## src/rtl/bomba_pkg.sv

```systemverilog
// Shared types and helpers for the multi-channel booster-pump controller.
//   ctrl_state_t : controller FSM states (IDLE, RUN)
//   TRUE / FALSE : 1-bit logic constants
//   onehot()     : channel index -> one-hot pump vector (up to MAX_NCH channels)
package bomba_pkg;

    typedef enum logic {
        IDLE = 1'b0,
        RUN  = 1'b1
    } ctrl_state_t;

    localparam logic TRUE    = 1'b1;
    localparam logic FALSE   = 1'b0;
    localparam int   MAX_NCH = 8;

    function automatic logic [MAX_NCH-1:0] onehot(input logic [2:0] idx);
        logic [MAX_NCH-1:0] v;
        v      = '0;
        v[idx] = TRUE;
        return v;
    endfunction

endpackage

```

## src/rtl/sensor_debounce.sv

```systemverilog
// Single-bit sensor debouncer.
// The debounced output follows the raw input only after the raw input has
// disagreed with it for DEB_CYCLES consecutive clock edges.
//   clk    : clock
//   rst_n  : asynchronous active-low reset (output and counter go to 0)
//   i_raw  : raw sensor pin
//   o_deb  : registered debounced value
module sensor_debounce
    import bomba_pkg::*;
#(
    parameter int DEB_CYCLES = 4
) (
    input  logic clk,
    input  logic rst_n,
    input  logic i_raw,
    output logic o_deb
);

    localparam int            CW   = (DEB_CYCLES > 1) ? $clog2(DEB_CYCLES) : 1;
    localparam logic [CW-1:0] LAST = CW'(DEB_CYCLES - 1);

    logic [CW-1:0] r_cnt;
    logic          r_deb;

    // NOTE: state registers use non-blocking assignments so every flop samples
    // the pre-edge value of every other flop, independent of statement order.
    always_ff @(posedge clk or negedge rst_n) begin
        if (!rst_n) begin
            r_cnt <= '0;
            r_deb <= FALSE;
        end else if (i_raw == r_deb) begin
            r_cnt <= '0;
        end else if (r_cnt == LAST) begin
            // This edge is the DEB_CYCLES-th consecutive disagreeing sample.
            r_deb <= i_raw;
            r_cnt <= '0;
        end else begin
            r_cnt <= r_cnt + 1'b1;
        end
    end

    assign o_deb = r_deb;

endmodule

```

## src/rtl/bomba_recalque_multi.sv

```systemverilog
// Multi-channel booster-pump controller: one cistern, NCH tanks, NCH pumps,
// at most one pump running. Debounces all sensors, grants round-robin among
// requesting channels, enforces a minimum on-time and latches per-channel
// faults on sensor inconsistency (and, optionally, dry-run timeout).
// Optional feature macro: BOMBA_TIMEOUT_EN enables the dry-run timeout.
// Ports:
//   clk_2              : clock
//   reset_n            : asynchronous active-low reset
//   cisterna_nivel_min : raw cistern sensor, 1 = at/above minimum
//   caixa_nivel_max    : raw per-tank max sensors, 1 = full
//   caixa_nivel_min    : raw per-tank min sensors, 1 = at/above minimum
//   falha_clr          : per-channel fault clear, level-sampled
//   bomba              : pump drive, one-hot or zero (registered)
//   falha              : latched per-channel fault (registered)
//   ativo              : some pump is on (registered)
//   canal              : running or last-granted channel (registered)
module bomba_recalque_multi
    import bomba_pkg::*;
#(
    parameter int NCH        = 2,
    parameter int DEB_CYCLES = 4,
    parameter int MIN_ON     = 8,
    parameter int TIMEOUT    = 64
) (
    input  logic                                   clk_2,
    input  logic                                   reset_n,
    input  logic                                   cisterna_nivel_min,
    input  logic [NCH-1:0]                         caixa_nivel_max,
    input  logic [NCH-1:0]                         caixa_nivel_min,
    input  logic [NCH-1:0]                         falha_clr,
    output logic [NCH-1:0]                         bomba,
    output logic [NCH-1:0]                         falha,
    output logic                                   ativo,
    output logic [((NCH > 1) ? $clog2(NCH) : 1)-1:0] canal
);

    localparam int CW    = (NCH > 1) ? $clog2(NCH) : 1;
    localparam int NSENS = 2 * NCH + 1;
    localparam int CNT_W = $clog2(TIMEOUT + 1);
`ifdef BOMBA_TIMEOUT_EN
    localparam int CNT_MAX = TIMEOUT;
`else
    localparam int CNT_MAX = MIN_ON;
`endif
    localparam logic [CNT_W-1:0] MIN_ON_C  = CNT_W'(MIN_ON);
    localparam logic [CNT_W-1:0] CNT_MAX_C = CNT_W'(CNT_MAX);

    // Sensor packing: [NCH-1:0] tank min, [2*NCH-1:NCH] tank max, [2*NCH] cistern.
    logic [NSENS-1:0] w_raw;
    logic [NSENS-1:0] w_deb;
    logic [NCH-1:0]   w_cx_min_d;
    logic [NCH-1:0]   w_cx_max_d;
    logic             w_cist_d;

    assign w_raw = {cisterna_nivel_min, caixa_nivel_max, caixa_nivel_min};

    for (genvar g = 0; g < NSENS; g++) begin : g_deb
        sensor_debounce #(
            .DEB_CYCLES(DEB_CYCLES)
        ) u_deb (
            .clk  (clk_2),
            .rst_n(reset_n),
            .i_raw(w_raw[g]),
            .o_deb(w_deb[g])
        );
    end

    assign w_cx_min_d = w_deb[NCH-1:0];
    assign w_cx_max_d = w_deb[2*NCH-1:NCH];
    assign w_cist_d   = w_deb[2*NCH];

    ctrl_state_t      r_state;
    logic [NCH-1:0]   r_bomba;
    logic [NCH-1:0]   r_falha;
    logic             r_ativo;
    logic [CW-1:0]    r_canal;
    logic [CW-1:0]    r_rr_ptr;
    logic [CNT_W-1:0] r_run_cnt;

    logic [NCH-1:0]   w_req;
    logic [NCH-1:0]   w_incons;
    logic [NCH-1:0]   w_falha_set;
    logic [CW-1:0]    w_grant_idx;
    logic [CW-1:0]    w_rr_next;
    logic             w_timeout_hit;
    logic             w_stop;

    assign w_req    = ~w_cx_min_d & {NCH{w_cist_d}} & ~r_falha;
    assign w_incons = w_cx_max_d & ~w_cx_min_d;

`ifdef BOMBA_TIMEOUT_EN
    assign w_timeout_hit = (r_state == RUN) && (r_run_cnt == CNT_MAX_C);
`else
    assign w_timeout_hit = FALSE;
`endif

    // While running, r_bomba is exactly onehot(canal), so it marks the
    // channel a timeout must fault.
    assign w_falha_set = w_incons | (w_timeout_hit ? r_bomba : '0);

    assign w_stop = w_incons[r_canal] || w_timeout_hit || !w_cist_d ||
                    (w_cx_max_d[r_canal] && (r_run_cnt >= MIN_ON_C));

    // Round-robin: scanning offsets from high to low lets the smallest
    // offset from r_rr_ptr win.
    always_comb begin
        int j;
        // NOTE: every combinational output gets a default before any
        // conditional assignment, so no path leaves it unassigned (no latch).
        j           = 0;
        w_grant_idx = '0;
        for (int k = NCH - 1; k >= 0; k--) begin
            j = int'(r_rr_ptr) + k;
            if (j >= NCH) j = j - NCH;
            if (w_req[j]) w_grant_idx = CW'(j);
        end
        if (int'(w_grant_idx) == NCH - 1) w_rr_next = '0;
        else                              w_rr_next = w_grant_idx + 1'b1;
    end

    always_ff @(posedge clk_2 or negedge reset_n) begin
        if (!reset_n) begin
            r_state   <= IDLE;
            r_bomba   <= '0;
            r_falha   <= '0;
            r_ativo   <= FALSE;
            r_canal   <= '0;
            r_rr_ptr  <= '0;
            r_run_cnt <= '0;
        end else begin
            // Set has priority over clear.
            r_falha <= w_falha_set | (r_falha & ~falha_clr);
            case (r_state)
                IDLE: begin
                    if (|w_req) begin
                        r_state   <= RUN;
                        r_canal   <= w_grant_idx;
                        r_bomba   <= NCH'(onehot(3'(w_grant_idx)));
                        r_ativo   <= TRUE;
                        r_rr_ptr  <= w_rr_next;
                        r_run_cnt <= CNT_W'(1);
                    end
                end
                RUN: begin
                    if (w_stop) begin
                        r_state <= IDLE;
                        r_bomba <= '0;
                        r_ativo <= FALSE;
                    end else if (r_run_cnt != CNT_MAX_C) begin
                        r_run_cnt <= r_run_cnt + 1'b1;
                    end
                end
                default: r_state <= IDLE;
            endcase
        end
    end

    assign bomba = r_bomba;
    assign falha = r_falha;
    assign ativo = r_ativo;
    assign canal = r_canal;

endmodule

```

## config.mk

```make
export PLATFORM = sky130hd
export DESIGN_NAME = bomba_recalque_multi
export DESIGN_NICKNAME = d
export VERILOG_FILES = /design/src/rtl/bomba_pkg.sv /design/src/rtl/sensor_debounce.sv /design/src/rtl/bomba_recalque_multi.sv
export SDC_FILE = /design/constraint.sdc
export NUM_CORES = 1
export LEC_CHECK = 0
export BUFFER_PORTS_ARGS = -buffer_cell sky130_fd_sc_hd__buf_2
export CAP_MARGIN = 20
export CORE_MARGIN = 2
export CORE_UTILIZATION = 61
export DETAILED_ROUTE_END_ITERATION = 10
export GPL_ROUTABILITY_DRIVEN = 0
export PLACE_DENSITY = 0.82
export SYNTH_ARGS = -nofsm -noshare
export SYNTH_HDL_FRONTEND = slang
export SYNTH_SLANG_ARGS = --single-unit
```

## constraint.sdc

```tcl
create_clock -name clk_2 -period 2.89 [get_ports clk_2]
set_clock_uncertainty 0.2 [all_clocks]
set_input_delay 0.578 -clock clk_2 [delete_from_list [all_inputs] [get_ports clk_2]]
set_output_delay 0.578 -clock clk_2 [all_outputs]
set_load 0.01 [all_outputs]
```

# Yosys cells after proc, flatten, opt, wreduce, memory -nomap -nowiden
# Cells that the tools add are included.
[word_totals]
ff_bits = 30
latch_bits = 0
ramBits = 0
rom_bits = 0
inputBits = 9
out_inout_bits = 6
wordCells = 118
n_memories = 0
[op_classes]
n_addsub = 10
multipliers = 0
n_div = 0
magnitude_cmp = 8
n_eq_ne = 15
shift = 0
mux = 40
bitwise = 14
n_reduce_logical = 14
[ops]
columns = ["operator", "count"]
rows = [
  ["$lt 32x3->1 const B", 2],
  ["$mux 32", 2],
  ["$mux 2", 12],
  ["$mux 7", 3],
  ["$mux 1", 18],
  ["$pmux 7 s2", 1],
  ["$reduce_and 2->1", 7],
  ["$add 2x1->2 const B", 5],
  ["$eq 2x2->1 const B", 5],
  ["$and 2x2->2", 4],
  ["$add 7x1->7 const B", 1],
  ["$ge 7x4->1 const B", 1],
  ["$ne 7x4->1 const B", 1],
  ["$not 1->1", 6],
  ["$not 2->2", 3],
  ["$eq 1x1->1", 5],
  ["$lt 1x4->1 const B", 1],
  ["$ne 2x1->1 const B", 2],
  ["$ne 2x2->1 const B", 2],
  ["$pmux 1 s2", 2],
  ["$pmux 2 s2", 1],
  ["$reduce_and 3->1", 1],
  ["$sub 1x2->3 const B", 1],
  ["$sub 2x2->3 const B", 1],
  ["12 further kinds", 14],
]

# Depth between registers and ports, before layout
[depth]
ltp_word = 14
ltp_mapped = 5
ltp_nobuf = 5

# By module
# From an unflattened synthesis, not the netlist that was laid out.
[unflattened]
hier_cells = 126
hier_area_um2 = 1432.6
[modules_own_cells]
columns = ["module", "n_inst", "cells_per_inst", "area_per_inst_um2", "seq_area_each_um2"]
rows = [
  ["bomba_recalque_multi", 1, 86, 813.3, 375.4],
  ["sensor_debounce", 5, 8, 123.9, 75.1],
]

# Worst setup path before layout
# OpenSTA, ideal clock, no wires.
[synth_path]
path_type = "reg2reg"
start = "register r_run_cnt[3]"
end = "register r_run_cnt[3]"
setup_time_ps = 122
arrival_ps = 1516
t_required_ps = 2568
setup_slack_ps = 1052
path_stages_with_launch = 5
path_buffers = 0
period_less_slack_ps = 1838
path_cell_list = "dfrtp_1 > or4_4 > o21ai_1 > nand3_1 > a32o_1"
[synth_between]
elab_chain_cells = 5
elab_cells_between_ends = 11
classes_between = "add/sub (1); order compare (1); eq/ne (3); mux (3); reduce/logical (3)"
[synth_rtl]
columns = ["element", "line", "text"]
rows = [
  ["from (decl)", "bomba_recalque_multi.sv:78", "logic [CNT_W-1:0] r_run_cnt;"],
  ["from (signal assigned)", "bomba_recalque_multi.sv:150", "r_run_cnt <= r_run_cnt + 1'b1;"],
  ["$ge 7x4->1", "bomba_recalque_multi.sv:102", "(w_cx_max_d[r_canal] && (r_run_cnt >= MIN_ON_C));"],
  ["$logic_and 1x1->1", "bomba_recalque_multi.sv:102", ""],
  ["$logic_or 1x1->1", "bomba_recalque_multi.sv:101", "assign w_stop = w_incons[r_canal] || w_timeout_hit || !w_cist_d ||"],
  ["$ne 2x2->1 (no line)", "n/a", ""],
  ["$reduce_and 3->1 (no line)", "n/a", ""],
]
# Several ways; a longest one is shown, not always the timed one. The select of a mux whose other input is x is not followed.
# A chain may end at the register's enable or synchronous reset.

# Worst setup path in the final report
[layout_path]
start = "register r_run_cnt[3]"
end = "register r_run_cnt[0]"
[layout_between]
elab_chain_cells = 5
elab_cells_between_ends = 7
classes_between = "order compare (1); eq/ne (3); reduce/logical (3)"
[layout_rtl]
columns = ["element", "line"]
rows = [
  ["$ge 7x4->1", "bomba_recalque_multi.sv:102"],
  ["$logic_and 1x1->1", "bomba_recalque_multi.sv:102"],
  ["$logic_or 1x1->1", "bomba_recalque_multi.sv:101"],
  ["$ne 2x2->1 (no line)", "n/a"],
  ["$reduce_and 3->1 (no line) (*)", "n/a"],
]
# Mark *: on every way between the ends. The rest lies on a longest branch, timed or not.

==> impl_results.md <==
- Status: complete, no violations
- Asr flop ratio synth: 100%
- Crit path DAT: 1.97 ns
- P_leak: 0.746 nW
- Netlist cell types: 38
- Final nets: 170
- Routed wire length: 2730 um
- Worst VDD drop: 0.701 mV
- Routed WL per cell: 14.9 um
- DP Wirelength: 2090 um
- WP data required: 2.90 ns
- Max_slew headroom: 57.2%
- IO Pins: 15
- CP startpoint kind: flop
- Starting Density: 64.9%
- DIE AREA: 2780 um^2
- Drt pass-1 iters: 4
- Register area: 751 um^2
- DRT iter0 DRCs: 35
- RSZ-0062 raised after global routing: false
- Largest net degree at the start of global routing: 31
- Reg2reg start: r_run_cnt[3]
- Fin Setup TNS: 0 ns
- Fin cells: 183
- Worst-case clock buffer depth: 2
- Post-route clock period utilization: 68.1%
- Primary FF master, synth: dfrtp_1
- Post-route DRC: 0
- HP Class: input pin to asynchronous set/reset pin
- Post-route antenna net violation count: 0
- Port bufs: 14
- Minimum clock period: 1.97 ns
- R2R setup slack: 0.92 ns
- Post_cts resized: 0
- Fin. max-slew vios: 0
- Setup Viol. Count Final: 0
- Reg2reg end: r_run_cnt[0]
- Post-CTS Setup Inserts: 0
- Multi-input gate area: 642 um^2
- DR vias: 1099
- CTS Root Cell: clkbuf_4
- Share of post-route cells with drive strength above 1: 18.1%
- Design Area, Final: 1610 um^2
- Final hold viol count: 0
- Synthesized area: 1450 um^2
- Placed Cells: 175
- Clock slew at reported path FFs: 0.09 ns
- FMAX: 508 MHz
- Syn Area/Cell: 10.7 um^2
- Slew @ Worst Pin: 0.642 ns
- Core area: 2230 um^2
- Sequential share of the synthesized area: 51.8%
- Layout fillers: 168
- Max_cap viols: 0
- Vias in the first global route: 1081
- FF+latch count, synth: 30
- Clk_lat worst skew: 0.33 ns
- Layout area overhead: 10.9%
- EDFF count, synth: 0
- CP Max Fanout: 6
- Total GRT Usage: 24.9%
- # diodes: 0
- Reg2Reg Depth: 4
- Die height: 52.7 um
- Antenna violations before repair: 0
- Global-route wire length before repair: 4820 um
- Commonest non-fill, non-tap cell in the layout: dfrtp_1
- Critical path endpoint category: flop
- Cts bufs inserted: 5
- GRT overflow: 0
- Area after DPL: 1550 um^2
- Yosys warning total: 0
- Synthesized net count: 151
- Critical path type: flop to flop
- CTS tree: built
- Hold-fix buffers, CTS: 0
- Syn Inst Count: 135
- Clock sink count: 30
- Die Wd: 52.7 um
- DR vias/cell: 6.01
- Design Power: 0.00158 W
- H-tree depth: 2
- Hold WS: 0.0607 ns
- Most frequent cells in the layout: dfrtp_1 (30), buf_2 (14), inv_1 (13), nor2_1 (8)
- Pwr Density: 983 nW/um^2
- Row cnt: 17
through the flow:
| step | worst slack, ns | util (%) |
|---|---|---|
| after floorplan | 1.05 | - |
| after global placement | 1.00 | 69.2 |
| after detailed placement | 0.944 | 69.2 |
| after CTS | 0.929 | 71.9 |
| after global routing | 0.807 | 71.9 |
| final | 0.922 | 71.9 |
critical path, stage by stage, from the launching register on:
cell      delay, ns
dfrtp_1        0.45
or4_4          0.59
a211oi_4       0.28
and3_1         0.25
mux2i_1        0.09
power breakdown:
group	switching, W	internal [W]	total (W)
logic	0.000314	0.000275	0.000589
clock network	0.000137	0.000118	0.000255
registers	0.000160	0.000576	0.000736
total	0.000611	0.000968	0.00158
layer usage:
metal | global-route usage (%) | share of wire [%] | up-vias
li1 | - | - | 524
met1 | 29.7 | 41 | 530
met2 | 42.1 | 53 | 43
met3 | 8.57 | 5.7 | 2
met4 | 7.69 | 0.99 | 0
met5 | 0 | 0 | -
sequential cells by signal, summed over array words and instances, names as in the netlist:
signal	flops
ativo	1
bomba	2
canal	1
falha	2
g_deb.u_deb.o_deb	5
g_deb.u_deb.r_cnt	10
r_rr_ptr	1
r_run_cnt	7
r_state	1
cells by family after synthesis:
kind of cell               share of synthesized area, %
muxes                                              3.80
DFF                                                51.8
adders and majority gates                          6.04
xor gates and xnor gates                           3.02
AOI/OAI and AO/OA                                  15.2
buffers and inverters                              3.89
and+or+nand+nor                                    16.2
cell usage after synthesis (2+ instances only):
cell type | count | area (um^2)
a21oi_1 | 3 | 15.0
a41oi_1 | 2 | 17.5
and2_1 | 2 | 12.5
clkbuf_1 | 2 | 7.51
dfrtp_1 | 30 | 751
ha_1 | 7 | 87.6
inv_1 | 13 | 48.8
mux2_2 | 4 | 45.0
nand2_1 | 7 | 26.3
nand3_1 | 5 | 25.0
nand3b_1 | 2 | 15.0
nand4_1 | 3 | 18.8
nor2_1 | 8 | 30.0
nor2b_1 | 4 | 25.0
nor3_1 | 4 | 20.0
nor3b_1 | 2 | 15.0
o211ai_1 | 4 | 30.0
o21a_1 | 2 | 15.0
o21ai_0 | 3 | 15.0
o21ai_1 | 3 | 15.0
o22ai_1 | 5 | 31.3
xnor2_1 | 4 | 35.0
layout make-up:
| cell class | instances | share of cell area (%) |
|---|---|---|
| clock inverter | 1 | 0.312 |
| multi-input combinational | 90 | 40.0 |
| inverter | 13 | 3.04 |
| clock buffer | 7 | 3.43 |
| sequential | 30 | 46.7 |
| tap | 28 | 2.18 |
| timing repair buffer | 14 | 4.36 |
how the worst max path moves through the flow:
stage                  from            to  cells after the start
6_report       r_run_cnt[3]  r_run_cnt[0]                      4
5_1_grt        r_run_cnt[3]  r_run_cnt[6]                      4
4_1_cts        r_run_cnt[3]  r_run_cnt[0]                      4
3_5_place_dp   r_run_cnt[3]  r_run_cnt[0]                      4
3_3_place_gp   r_run_cnt[3]  r_run_cnt[3]                      4
2_1_floorplan  r_run_cnt[3]  r_run_cnt[3]                      4
(Power assumes the default switching activity.)
